$ cat src/rtl/halt_mem_dumper_pkg.sv
// Shared definitions for the post-halt memory dumper: FSM state
// encodings, transfer sizes and the index-counter width helper.
package halt_mem_dumper_pkg;

    // Dump FSM state encodings (3-bit, legacy-compatible constants)
    localparam logic [2:0] ST_IDLE  = 3'd0;
    localparam logic [2:0] ST_RD_LO = 3'd1;
    localparam logic [2:0] ST_RD_HI = 3'd2;
    localparam logic [2:0] ST_CAP   = 3'd3;
    localparam logic [2:0] ST_OUT   = 3'd4;
    localparam logic [2:0] ST_DONE  = 3'd5;

    // One streamed item is a doubleword built from two 32-bit SRAM words
    localparam int DWORD_BYTES = 8;
    localparam int WORD_BYTES  = 4;

    // Index counter width: enough to hold 0..count; at least one bit so
    // that a zero-length dump still elaborates.
    function automatic int idx_width(input int count);
        return (count < 1) ? 1 : $clog2(count + 1);
    endfunction

endpackage

$ cat src/rtl/halt_mem_dumper.sv
// Post-halt memory dumper. Once the core halts, this block owns the data
// SRAM port, reads COUNT little-endian doublewords starting at BASE_ADDR
// (two synchronous 32-bit reads each) and streams them to the debug sink.
//
// Stream handshake: dout_valid is raised in OUT and held, together with
// dout_data/dout_addr/dout_last, until a rising edge where dout_ready is
// also high; that edge is the transfer. dout_ready is ignored whenever
// dout_valid is low, and valid never depends combinationally on ready.
module halt_mem_dumper
    import halt_mem_dumper_pkg::*;
#(
    parameter int                ADDR_W    = 16,
    parameter logic [ADDR_W-1:0] BASE_ADDR = '0,
    parameter int                COUNT     = 9
) (
    input  logic              clk,
    input  logic              rst,
    input  logic              halt,
    output logic [ADDR_W-1:0] mem_addr,
    output logic [3:0]        mem_w_en,
    input  logic [31:0]       mem_rdata,
    output logic              dump_active,
    output logic              dout_valid,
    input  logic              dout_ready,
    output logic [63:0]       dout_data,
    output logic [ADDR_W-1:0] dout_addr,
    output logic              dout_last,
    output logic              done
);

    localparam int                IDX_W      = idx_width(COUNT);
    localparam logic [IDX_W-1:0]  LAST_IDX   = IDX_W'((COUNT > 0) ? COUNT - 1 : 0);
    localparam logic [ADDR_W-1:0] WORD_STEP  = ADDR_W'(WORD_BYTES);
    localparam logic [ADDR_W-1:0] DWORD_STEP = ADDR_W'(DWORD_BYTES);
    localparam logic              HAS_ITEMS  = (COUNT > 0);

    logic [2:0]        state;
    logic [2:0]        state_nxt;
    logic [IDX_W-1:0]  index;
    logic [ADDR_W-1:0] cur_addr;
    logic [31:0]       lo_word;
    logic [31:0]       hi_word;
    logic              is_last;

    assign is_last = (index == LAST_IDX);

    // Next-state logic: one item walks RD_LO -> RD_HI -> CAP -> OUT
    always_comb begin
        state_nxt = state;
        case (state)
            ST_IDLE:  if (halt) state_nxt = HAS_ITEMS ? ST_RD_LO : ST_DONE;
            ST_RD_LO: state_nxt = ST_RD_HI;
            ST_RD_HI: state_nxt = ST_CAP;
            ST_CAP:   state_nxt = ST_OUT;
            ST_OUT:   if (dout_ready) state_nxt = is_last ? ST_DONE : ST_RD_LO;
            ST_DONE:  state_nxt = ST_DONE;
            default:  state_nxt = ST_IDLE;
        endcase
    end

    // State, address and capture registers; mem_addr only moves when a new
    // read is issued so it holds still during stalls and after DONE
    always_ff @(posedge clk) begin
        if (rst) begin
            state    <= ST_IDLE;
            index    <= '0;
            cur_addr <= '0;
            mem_addr <= '0;
            lo_word  <= '0;
            hi_word  <= '0;
        end else begin
            state <= state_nxt;
            case (state)
                ST_IDLE: begin
                    if (halt && HAS_ITEMS) begin
                        cur_addr <= BASE_ADDR;
                        mem_addr <= BASE_ADDR;
                    end
                end
                ST_RD_LO: mem_addr <= cur_addr + WORD_STEP;
                ST_RD_HI: lo_word  <= mem_rdata;
                ST_CAP:   hi_word  <= mem_rdata;
                ST_OUT: begin
                    if (dout_ready && !is_last) begin
                        index    <= index + IDX_W'(1);
                        cur_addr <= cur_addr + DWORD_STEP;
                        mem_addr <= cur_addr + DWORD_STEP;
                    end
                end
                default: ;
            endcase
        end
    end

    // Output decode: port ownership and stream qualifiers follow the state
    always_comb begin
        mem_w_en    = 4'b0000;
        dump_active = (state == ST_RD_LO) || (state == ST_RD_HI) ||
                      (state == ST_CAP)   || (state == ST_OUT);
        dout_valid  = (state == ST_OUT);
        dout_last   = (state == ST_OUT) && is_last;
        done        = (state == ST_DONE);
        dout_data   = {hi_word, lo_word};
        dout_addr   = cur_addr;
    end

endmodule
$ cat config.mk
export PLATFORM = sky130hd
export DESIGN_NAME = halt_mem_dumper
export DESIGN_NICKNAME = d
export VERILOG_FILES = /design/src/rtl/halt_mem_dumper_pkg.sv /design/src/rtl/halt_mem_dumper.sv
export SDC_FILE = /design/constraint.sdc
export NUM_CORES = 1
export LEC_CHECK = 0
export ABC_AREA = 1
export BUFFER_PORTS_ARGS = -buffer_cell sky130_fd_sc_hd__buf_2
export CAP_MARGIN = 20
export CORE_MARGIN = 2
export CORE_UTILIZATION = 54
export CTS_CLUSTER_SIZE = 8
export DETAILED_ROUTE_END_ITERATION = 8
export GPL_ROUTABILITY_DRIVEN = 0
export HOLD_SLACK_MARGIN = 0.06
export PLACE_DENSITY = 0.91
export SYNTH_ARGS = -nofsm -noshare
export SYNTH_HDL_FRONTEND = slang
export SYNTH_SLANG_ARGS = --single-unit
$ cat constraint.sdc
create_clock -name clk -period 2.3 [get_ports clk]
set_input_delay 0.23 -clock clk [delete_from_list [all_inputs] [get_ports clk]]
set_output_delay 0.23 -clock clk [all_outputs]
set_load 0.02 [all_outputs]
* After elaboration in Yosys (flattened, before gate mapping)
Cells that the tools add are included.
Operators by class: add/subtract/negate cells 3, $mul 0, div/mod/pow operators 0, order comparisons 0, equality and inequality tests 9, shift operators 0, muxes and demuxes 8, bitwise gates (word level) 0, reductions and logical operators 13
Operators with widths (count):
- one-hot mux 16 bit (3 select lines) | 1
- two-way mux 16 bit | 2
- one-hot mux 16 bit (2 select lines) | 1
- one-hot mux 3 bit (6 select lines) | 1
- adder 16 x 3 -> 16 bit, second input constant | 1
- adder 16 x 4 -> 16 bit, second input constant | 1
- two-way mux 3 bit | 3
- == test 3 x 2 -> 1 bit, second input constant | 2
- == test 3 bit, second input constant | 2
- AND reduction 3 bit | 2
- adder 4 x 1 -> 4 bit, second input constant | 1
- == test 4 bit, second input constant | 1
- != test 2 x 1 -> 1 bit, second input constant | 2
- AND reduction 2 bit | 2
- == test 3 x 1 -> 1 bit, second input constant | 1
- logical NOT 3 bit | 1
- logical OR 1 bit | 3
- nonzero test 3 bit | 1
- logical AND 1 bit | 2
- != test 2 bit, second input constant | 1
- nonzero test 2 bit | 1
- logical NOT 1 bit | 1
Word-level totals: register bits 103, latch bits 0, bits in writable memories 0, ROM bits 0, bits of input ports 36, output and inout port bits 104, word-level logic and storage cells 39, memories kept 0

* Longest topological paths before layout
Gate-level depths: netlist of the first run.
word-level depth 5, mapped depth 10, depth with buffers taken out 10

* Worst setup path after synthesis of the first run
No wires, ideal clock.
path kind register -> register, start point register cur_addr[3], in the netlist dout_addr[3], end point register mem_addr[13], library setup time 0.112 ns, data arrival time 1.408 ns, data required time 2.188 ns, slack 0.780 ns, stages on the path, launching flop included 9, path buffers 0, cells stage by stage dfxtp_1 > ha_1 > nand2_1 > nor2_1 > nand3_1 > nand2_1 > nor2_1 > nor2_1 > nor2_1
Between the ends: longest elaborated chain between the ends 3, elaborated cells between the ends (all ways) 4, those cells by class 2 x add/sub; 2 x mux
RTL lines:
- start: declaration | line halt_mem_dumper.sv:40 | logic [ADDR_W-1:0] cur_addr;
- start signal: assignment | line halt_mem_dumper.sv:86 | cur_addr <= cur_addr + DWORD_STEP;
- adder 16 x 4 -> 16 bit | line halt_mem_dumper.sv:87 | mem_addr <= cur_addr + DWORD_STEP;
- two-way mux 16 bit | line halt_mem_dumper.sv:84 | if (dout_ready && !is_last) begin
- one-hot mux 16 bit (3 select lines) * | line halt_mem_dumper.sv:73 | case (state)
- end signal: assignment | line halt_mem_dumper.sv:80 | ST_RD_LO: mem_addr <= cur_addr + WORD_STEP;
- end signal: assignment | line halt_mem_dumper.sv:87
- end: declaration | line halt_mem_dumper.sv:19 | output logic [ADDR_W-1:0] mem_addr,
Mark *: on every way between the ends. The rest lies on a longest branch, timed or not. The select of a mux whose other input is x is not followed. A chain may end at the register's enable or synchronous reset.

* Worst setup path in the final report of the first run
start point register state[2], end point output port dump_active
Between the ends: longest elaborated chain between the ends 4, elaborated cells between the ends (all ways) 7, those cells by class 4 x eq/ne; 3 x reduce/logical
RTL lines:
- start: declaration | line halt_mem_dumper.sv:37 | logic [2:0] state;
- start signal: assignment | line halt_mem_dumper.sv:72 | state <= state_nxt;
- == test 3 x 1 -> 1 bit / == test 3 x 2 -> 1 bit (equally long branches) | line halt_mem_dumper.sv:98 | dump_active = (state == ST_RD_LO) || (state == ST_RD_HI) ||
- logical OR 1 bit (2 in a row) | line halt_mem_dumper.sv:98
- logical OR 1 bit * | line halt_mem_dumper.sv:99 | (state == ST_CAP) || (state == ST_OUT);
- end: declaration | line halt_mem_dumper.sv:22 | output logic dump_active,
Mark *: on every way between the ends. The rest lies on a longest branch, timed or not.

==> metrics.md, run 1 <==
| Metric | Value |
|---|---|
| Power Internal | 3.00 mW |
| Sink count of the clock tree | 99 |
| Die X-Extent | 92.1 um |
| Router iterations before antenna repair | 5 |
| Startpoint of the worst register-to-register path | index[0]$_SDFFE_PP0P_ |
| Aggregate routed wire length | 11000 um |
| Arrival time worst endpoint | 1.68 ns |
| Worst supply voltage drop on vdd | 482 uV |
| Hold Worst Slack | 0.119 ns |
| Core box area | 0.00761 mm^2 |
| Fraction of post-synthesis cell area in the top cell type by area | 47.3% |
| Power density cells | 879 mW/mm^2 |
| Cell variety after synth | 25 |
| Final global-route overflow total | 0 |
| Clock latency reported for the late side of the worst-skew pair | 0.37 ns |
| Mean post-synth cell area | 7.07 um^2 |
| Cell Area, Synth | 0.00419 mm^2 |
| Fin cells | 819 |
| Synth Area in Adders | 0.895% |
| Overall via count from detail_route | 4193 |
| Critical path endpoint category | output port |
| Dominant combinational cell family by area after synthesis | simple AND/OR/NAND/NOR gates |
| Largest net degree at the start of global routing | 61 |
| Switching Power | 1.49 mW |
| Shortest clock period the worst path allows after layout | 1.91 ns |
| Routed length on met3 | 828 um |
| Post-Route Skew | 0.00709 ns |
| Global-route wire length before repair | 17800 um |
| Uppermost signal routing layer after detailed routing | met4 |
| Standard-cell row count | 32 |
| Hold Path Stages | 3 |
| Lkg Pwr | 2.47 nW |
| Fraction of power consumed by sequential logic | 45.2% |
| All-layer global routing usage | 26.2% |
| Cell chosen for the clock root | clkbuf_8 |
| Power share of the combinational group | 24.6% |
| Placed cell count | 802 |
| Worst-path fanout max | 35 |
| Clock tree buffer depth | 2 |
| Share of the clock period used by the worst path after layout | 83.1% |
| Number of storage elements in the synthesis netlist | 99 |
| Detail-routed net length per standard cell | 13.4 um |
| Library cell with the largest summed area after synthesis | dfxtp_1 |
| Commonest cells post-synth | 176 x nor2_1, 99 x dfxtp_1, 99 x nand2_1 |
| Synthesized netlist cell count | 593 |
| Hold Crit Class | input pin to register |
| Status | finished clean |
| Achievable Freq | 523 MHz |
| Number of design-rule violations left by the first detailed-router iteration | 263 |
| Number of endpoints with negative hold slack in the final report | 0 |
| Total clock buffers created by CTS | 9 |
| N_diodes | 0 |
| Required arrival time at the worst endpoint | 2.07 ns |
| Routed length on met2 | 5480 um |
| Setup Viol. Count Final | 0 |
| Min-Delay Startpoint | mem_rdata[20] |
| Clock Power Share | 30.3% |
| Reg2Reg Setup Slack | 0.56 ns |
| Fraction of final layout cells sized beyond drive strength 1 | 22.6% |
| CTS tree | yes |
| Worst hold endpoint | lo_word[20]$_SDFFE_PP0P_ |
| Multiplexer share of the synthesized area | 0% |
| Setup TNS | 0 ns |
| RSZ-0062 raised after global routing | false |
| Starting density of the core | 55.1% |
| Simple-gate share of the synthesized area | 30.5% |
| Remaining antenna violation count after routing | 0 |
| Die H | 92.1 um |
| Top flip-flop cell by instance count after synthesis | dfxtp_1 |
| Hold buffer count at cts | 0 |
| RR Endpoint | mem_addr[4]$_SDFFE_PP0P_ |
| Sequential cell area | 0.00198 mm^2 |
| Yosys warning total | 0 |
| Clock-pin slew reported for the worst setup and hold paths after clock tree synthesis | 0.10 ns |
| Startpoint kind of the worst setup timing path | register |
| Filler cell count in the final layout | 658 |
| Sequential cell area fraction in the yosys report | 47.3% |
| Switching share of power | 33.1% |
| Count of buffers from port buffering | 132 |
| Half-perimeter wire length after placement | 7700 um |
| Number of H-tree levels | 3 |
| Area contributors post-synth | dfxtp_1 47%, nor2_1 16%, nand2_1 8.9% |
| Area growth from synthesis to layout | 21.8% |
| Met1 layer wirelength in the final routing | 4500 um |
| Via-to-Cell Ratio | 5.12 |
| Top-count cell post-synth | nor2_1 |
| Post-CTS setup-driven buffer insertion count | 0 |
| Final Slew Violations | 0 |
| Initial antenna violation count | 0 |
| Final Net Count | 751 |
| Post-cts sizing count | 0 |
| Vias in the first global route | 3856 |
| Area fraction in compound gates after synthesis | 11.7% |
| Worst Setup Path Type | register to output port |
| Residual DRC | 0 |
| Max-cap check violation count | 0 |
| Share of flip-flops with an asynchronous set or reset | 0% |
| Number of enable-type register cells in the synthesized netlist | 0 |
| R2r worst-path depth | 9 |
| Total Die Area | 0.00849 mm^2 |
| Number of I/O pins | 140 |
| Combined area of the multi-input logic cells | 0.00185 mm^2 |
| Xor-xnor portion of the synthesized cell area | 0.418% |
cell families (layout without fill, tap and decap cells):
group,after synthesis,in the layout
and+or+nand+nor,313,313
DFF,99,99
AOI/OAI and AO/OA,97,97
buffers and inverters,78,196
adders and majority gates,3,3
xor gates and xnor gates,2,2
other,1,7
metrics by stage:
step                      worst slack [ns]  util [%]  area [um^2]  power [mW]
after floorplan                      0.780         -         4220        2.84
after global placement               0.625      63.5         4830        3.11
after detailed placement             0.502      63.5         4830        3.15
after CTS                            0.393      66.8         5080        4.49
after global routing                 0.239      67.1         5110        4.73
final                                0.390      67.1         5110        4.49
worst max-delay path: stages, from the launching register on:
cell	delay, ns
dfxtp_1	0.49
nor2_1	0.12
nand2_1	0.07
buf_4	0.31
nand3_1	0.14
buf_2	0.18
area by class of cell:
| cell class | instances | share of cell area, % |
|---|---|---|
| Timing Repair Buffer | 137 | 14.3 |
| Multi-Input combinational cell | 422 | 36.3 |
| Sequential cell | 99 | 38.8 |
| Inverter | 43 | 3.26 |
| Tap cell | 102 | 2.50 |
| Clock inverter | 5 | 2.11 |
| Clock buffer | 11 | 2.77 |
power by group through the flow:
stage	Combinational, mW	Clock [mW]	Sequential [mW]
finish	1.10	1.36	2.03
CTS	1.10	1.37	2.02
global route	1.22	1.46	2.05
floorplan	0.586	0	2.25
global placement	1.06	0	2.05
detailed placement	1.09	0	2.06
layer usage:
metal / vias to the layer above / track usage [%]
met1: 1900 / 31.6
met3: 18 / 4.93
met2: 190 / 46.1
li1: 2085 / -
met4: 0 / 10.1
met5: - / 0
layout by cell type, fill, tap and decap left out, drive strengths merged:
cell type	netlist	layout
ha	3	3
dfxtp	99	99
o21ai	69	69
clkbuf	13	11
a21oi	27	27
xor2	1	1
nand4	3	3
bufinv	0	3
nand3	29	29
nand2	101	101
clkinv	0	1
xnor2	1	1
buf	22	137
nor2	178	178
o21bai	1	1
nor3	1	1
nand3b	1	1
conb	1	7
inv	43	44
state kept, by name (all words and copies together), names as in the netlist:
name / count
lo_word: 32
index: 4
state: 3
mem_addr: 15
dout_addr: 13
hi_word: 32
worst max path at each step:
| stage | start | to | slack (ns) | depth (start not counted) |
|---|---|---|---|---|
| after floorplan | dout_addr[3]$_SDFFE_PP0P_ | mem_addr[13]$_SDFFE_PP0P_ | 0.78 | 8 |
| after global routing | state[2]$_SDFFE_PP0P_ | dump_active | 0.24 | 5 |
| after CTS | state[2]$_SDFFE_PP0P_ | dump_active | 0.39 | 5 |
| final | state[2]$_SDFFE_PP0P_ | dump_active | 0.39 | 5 |
| after detailed placement | state[1]$_SDFFE_PP0P_ | hi_word[20]$_SDFFE_PP0P_ | 0.50 | 4 |
| after global placement | state[1]$_SDFFE_PP0P_ | hi_word[13]$_SDFFE_PP0P_ | 0.62 | 4 |
No activity file was read; power rests on OpenSTA's default activity.
==> inputs of run 2 (changes only) <==
--- a/config.mk
+++ b/config.mk
@@ -9,12 +9,12 @@
 export BUFFER_PORTS_ARGS = -buffer_cell sky130_fd_sc_hd__buf_2
 export CAP_MARGIN = 20
 export CORE_MARGIN = 2
-export CORE_UTILIZATION = 54
+export CORE_UTILIZATION = 50
 export CTS_CLUSTER_SIZE = 8
 export DETAILED_ROUTE_END_ITERATION = 8
 export GPL_ROUTABILITY_DRIVEN = 0
 export HOLD_SLACK_MARGIN = 0.06
-export PLACE_DENSITY = 0.91
+export PLACE_DENSITY = 0.85
 export SYNTH_ARGS = -nofsm -noshare
 export SYNTH_HDL_FRONTEND = slang
 export SYNTH_SLANG_ARGS = --single-unit
==> constraint.sdc (replaced) <==
create_clock -name clk -period 1.8 [get_ports clk]
set_input_delay 0.18 -clock clk [delete_from_list [all_inputs] [get_ports clk]]
set_output_delay 0.18 -clock clk [all_outputs]
set_load 0.02 [all_outputs]
==> run 2 against run 1 <==
Compared with the run above: routed wire length fell by 1.5%; combinational power rose by 30%; die area rose by 7.6%; core utilization fell by 4.4 points; cell area rose by 0.49%; largest power group unchanged.
==> metrics.md, run 2 (synthesized netlist as in run 1, its figures left out) <==
| Metric | Value |
|---|---|
| Status | finished clean |
| Clock-pin slew reported for the worst setup and hold paths after clock tree synthesis | 0.11 ns |
| Fraction of final layout cells sized beyond drive strength 1 | 24.0% |
| Arrival time worst endpoint | 1.95 ns |
| Share of the clock period used by the worst path after layout | 92.0% |
| Max-cap check violation count | 0 |
| Largest net degree at the start of global routing | 51 |
| All-layer global routing usage | 23.9% |
| Cell chosen for the clock root | clkbuf_8 |
| Worst Setup Path Type | register to register |
| Setup Viol. Count Final | 0 |
| Post-CTS setup-driven buffer insertion count | 0 |
| Detail-routed net length per standard cell | 13.1 um |
| Half-perimeter wire length after placement | 7680 um |
| Achievable Freq | 604 MHz |
| CTS tree | yes |
| Hold Crit Class | input pin to register |
| Standard-cell row count | 33 |
| N_diodes | 0 |
| Worst-path fanout max | 22 |
| Final global-route overflow total | 0 |
| Crit path largest cell delay | 0.37 ns |
| RSZ-0062 raised after global routing | true |
| Aggregate routed wire length | 10800 um |
| Number of I/O pins | 140 |
| Commonest cells after routing, fill and taps aside | 174 x nor2_1, 132 x buf_2, 99 x nand2_1 |
| Overall via count from detail_route | 4179 |
| Global-route wire length before repair | 17300 um |
| Number of design-rule violations left by the first detailed-router iteration | 256 |
| Starting density of the core | 51.3% |
| Via-to-Cell Ratio | 5.03 |
| Worst supply voltage drop on vdd | 693 uV |
| Area post-placement | 0.00490 mm^2 |
| Lkg Pwr | 2.48 nW |
| Die H | 95.6 um |
| Most common cell after layout, fill and taps aside | nor2_1 |
| Post-Route Skew | 0.00924 ns |
| Leading registers by flop count | hi_word: 32 flops, lo_word: 32 flops, mem_addr: 15 flops |
| Cells along the critical path | inv_1 > ha_1 > nand3_1 > nand2_1 > nand2_4 > nand3_4 > inv_1 > nand2_1 > a21oi_1 |
| Clock latency reported for the late side of the worst-skew pair | 0.36 ns |
| Sink count of the clock tree | 99 |
| Number of H-tree levels | 3 |
| Area growth from synthesis to layout | 22.4% |
| Core box area | 0.00818 mm^2 |
| Total Die Area | 0.00914 mm^2 |
| Master of the slowest instance on the critical path | dfxtp_1 |
| Shortest clock period the worst path allows after layout | 1.66 ns |
| Count of buffers from port buffering | 132 |
| Setup TNS | 0 ns |
| Number of endpoints with negative hold slack in the final report | 0 |
| Vias in the first global route | 3782 |
| Required arrival time at the worst endpoint | 2.10 ns |
| Critical path endpoint category | register |
| Remaining antenna violation count after routing | 0 |
| Residual DRC | 0 |
| Router iterations before antenna repair | 4 |
| Final Net Count | 759 |
| Total clock buffers created by CTS | 9 |
| Startpoint kind of the worst setup timing path | register |
| Power density cells | 1050 mW/mm^2 |
| Initial antenna violation count | 0 |
| Final Slew Violations | 0 |
| Clock tree buffer depth | 2 |
| Die X-Extent | 95.6 um |
| Post-route design area | 0.00513 mm^2 |
-- run 2: cell types whose count changed in the layout (fill, tap and decap cells not counted), moves of 3 or more --
| cell | previous run | this run |
|---|---|---|
| bufinv_16 | 3 | 0 |
| buf_4 | 3 | 8 |
| dfxtp_2 | 0 | 3 |
| dfxtp_1 | 99 | 96 |
-- run 2: where the power goes --
group          switching, mW  leakage (nW)  internal, mW
clock                  0.835        0.0951         0.539
sequential             0.173         0.808          2.42
combinational          0.958          1.58         0.469
total                   1.97          2.48          3.43
-- run 2: per-layer routing --
layer / GRT usage (%) / vias up / wire length [um]
met2: 41.3 / 193 / 5240
met3: 5.38 / 21 / 905
met1: 29.3 / 1860 / 4520
met4: 8.33 / 0 / 181
li1: - / 2105 / -
met5: 0 / - / 0
-- run 2: path summary, 6_finish.rpt --
check                                               from                       end  slack, ns  cells past startpoint
worst min-delay path                       mem_rdata[19]  hi_word[19]$_SDFFE_PP0P_       0.09                      3
worst min register to register  mem_addr[5]$_SDFFE_PP0P_  mem_addr[5]$_SDFFE_PP0P_       0.48                      2
worst max-delay path               index[0]$_SDFFE_PP0P_  mem_addr[4]$_SDFFE_PP0P_       0.14                      9
worst max register to register     index[0]$_SDFFE_PP0P_  mem_addr[4]$_SDFFE_PP0P_       0.14                      9
-- run 2: area by class of cell --
class / instances / area (um^2)
inverters: 43 / 169
multi-input cells: 422 / 1860
clock inverters: 7 / 70.1
flip-flops and latches: 99 / 1990
well taps: 105 / 131
clock buffers: 9 / 124
repair buffers: 145 / 796
fillers: 740 / 3040
-- run 2: critical path, delay by kind of cell, from the launching register on --
kind,cells,cell delay (ns)
and+or+nand+nor,5,0.62
adders and majority gates,1,0.19
buffers and inverters,2,0.29
DFF,1,0.37
AOI/OAI and AO/OA,1,0.13
-- run 2: repair_timing --
action / CTS / global route
endpoints found under the hold margin: 1 / 1
resized for setup: 2 / 6
hold buffers: 1 / 1
setup endpoints to repair: 1 / 6
gates cloned: 0 / 0
-- run 2: stage by stage --
step	total power [mW]	util [%]	hold slack, ns	worst slack [ns]	std cells
final	5.40	62.8	0.0891	0.144	830
after detailed placement	4.05	59.9	0.453	0.179	812
after global routing	5.72	62.8	0.0690	-0.00568	830
after CTS	5.42	62.5	0.0624	0.00902	829
after floorplan	3.63	-	0.258	0.280	599
after global placement	4.00	59.9	0.443	0.270	812
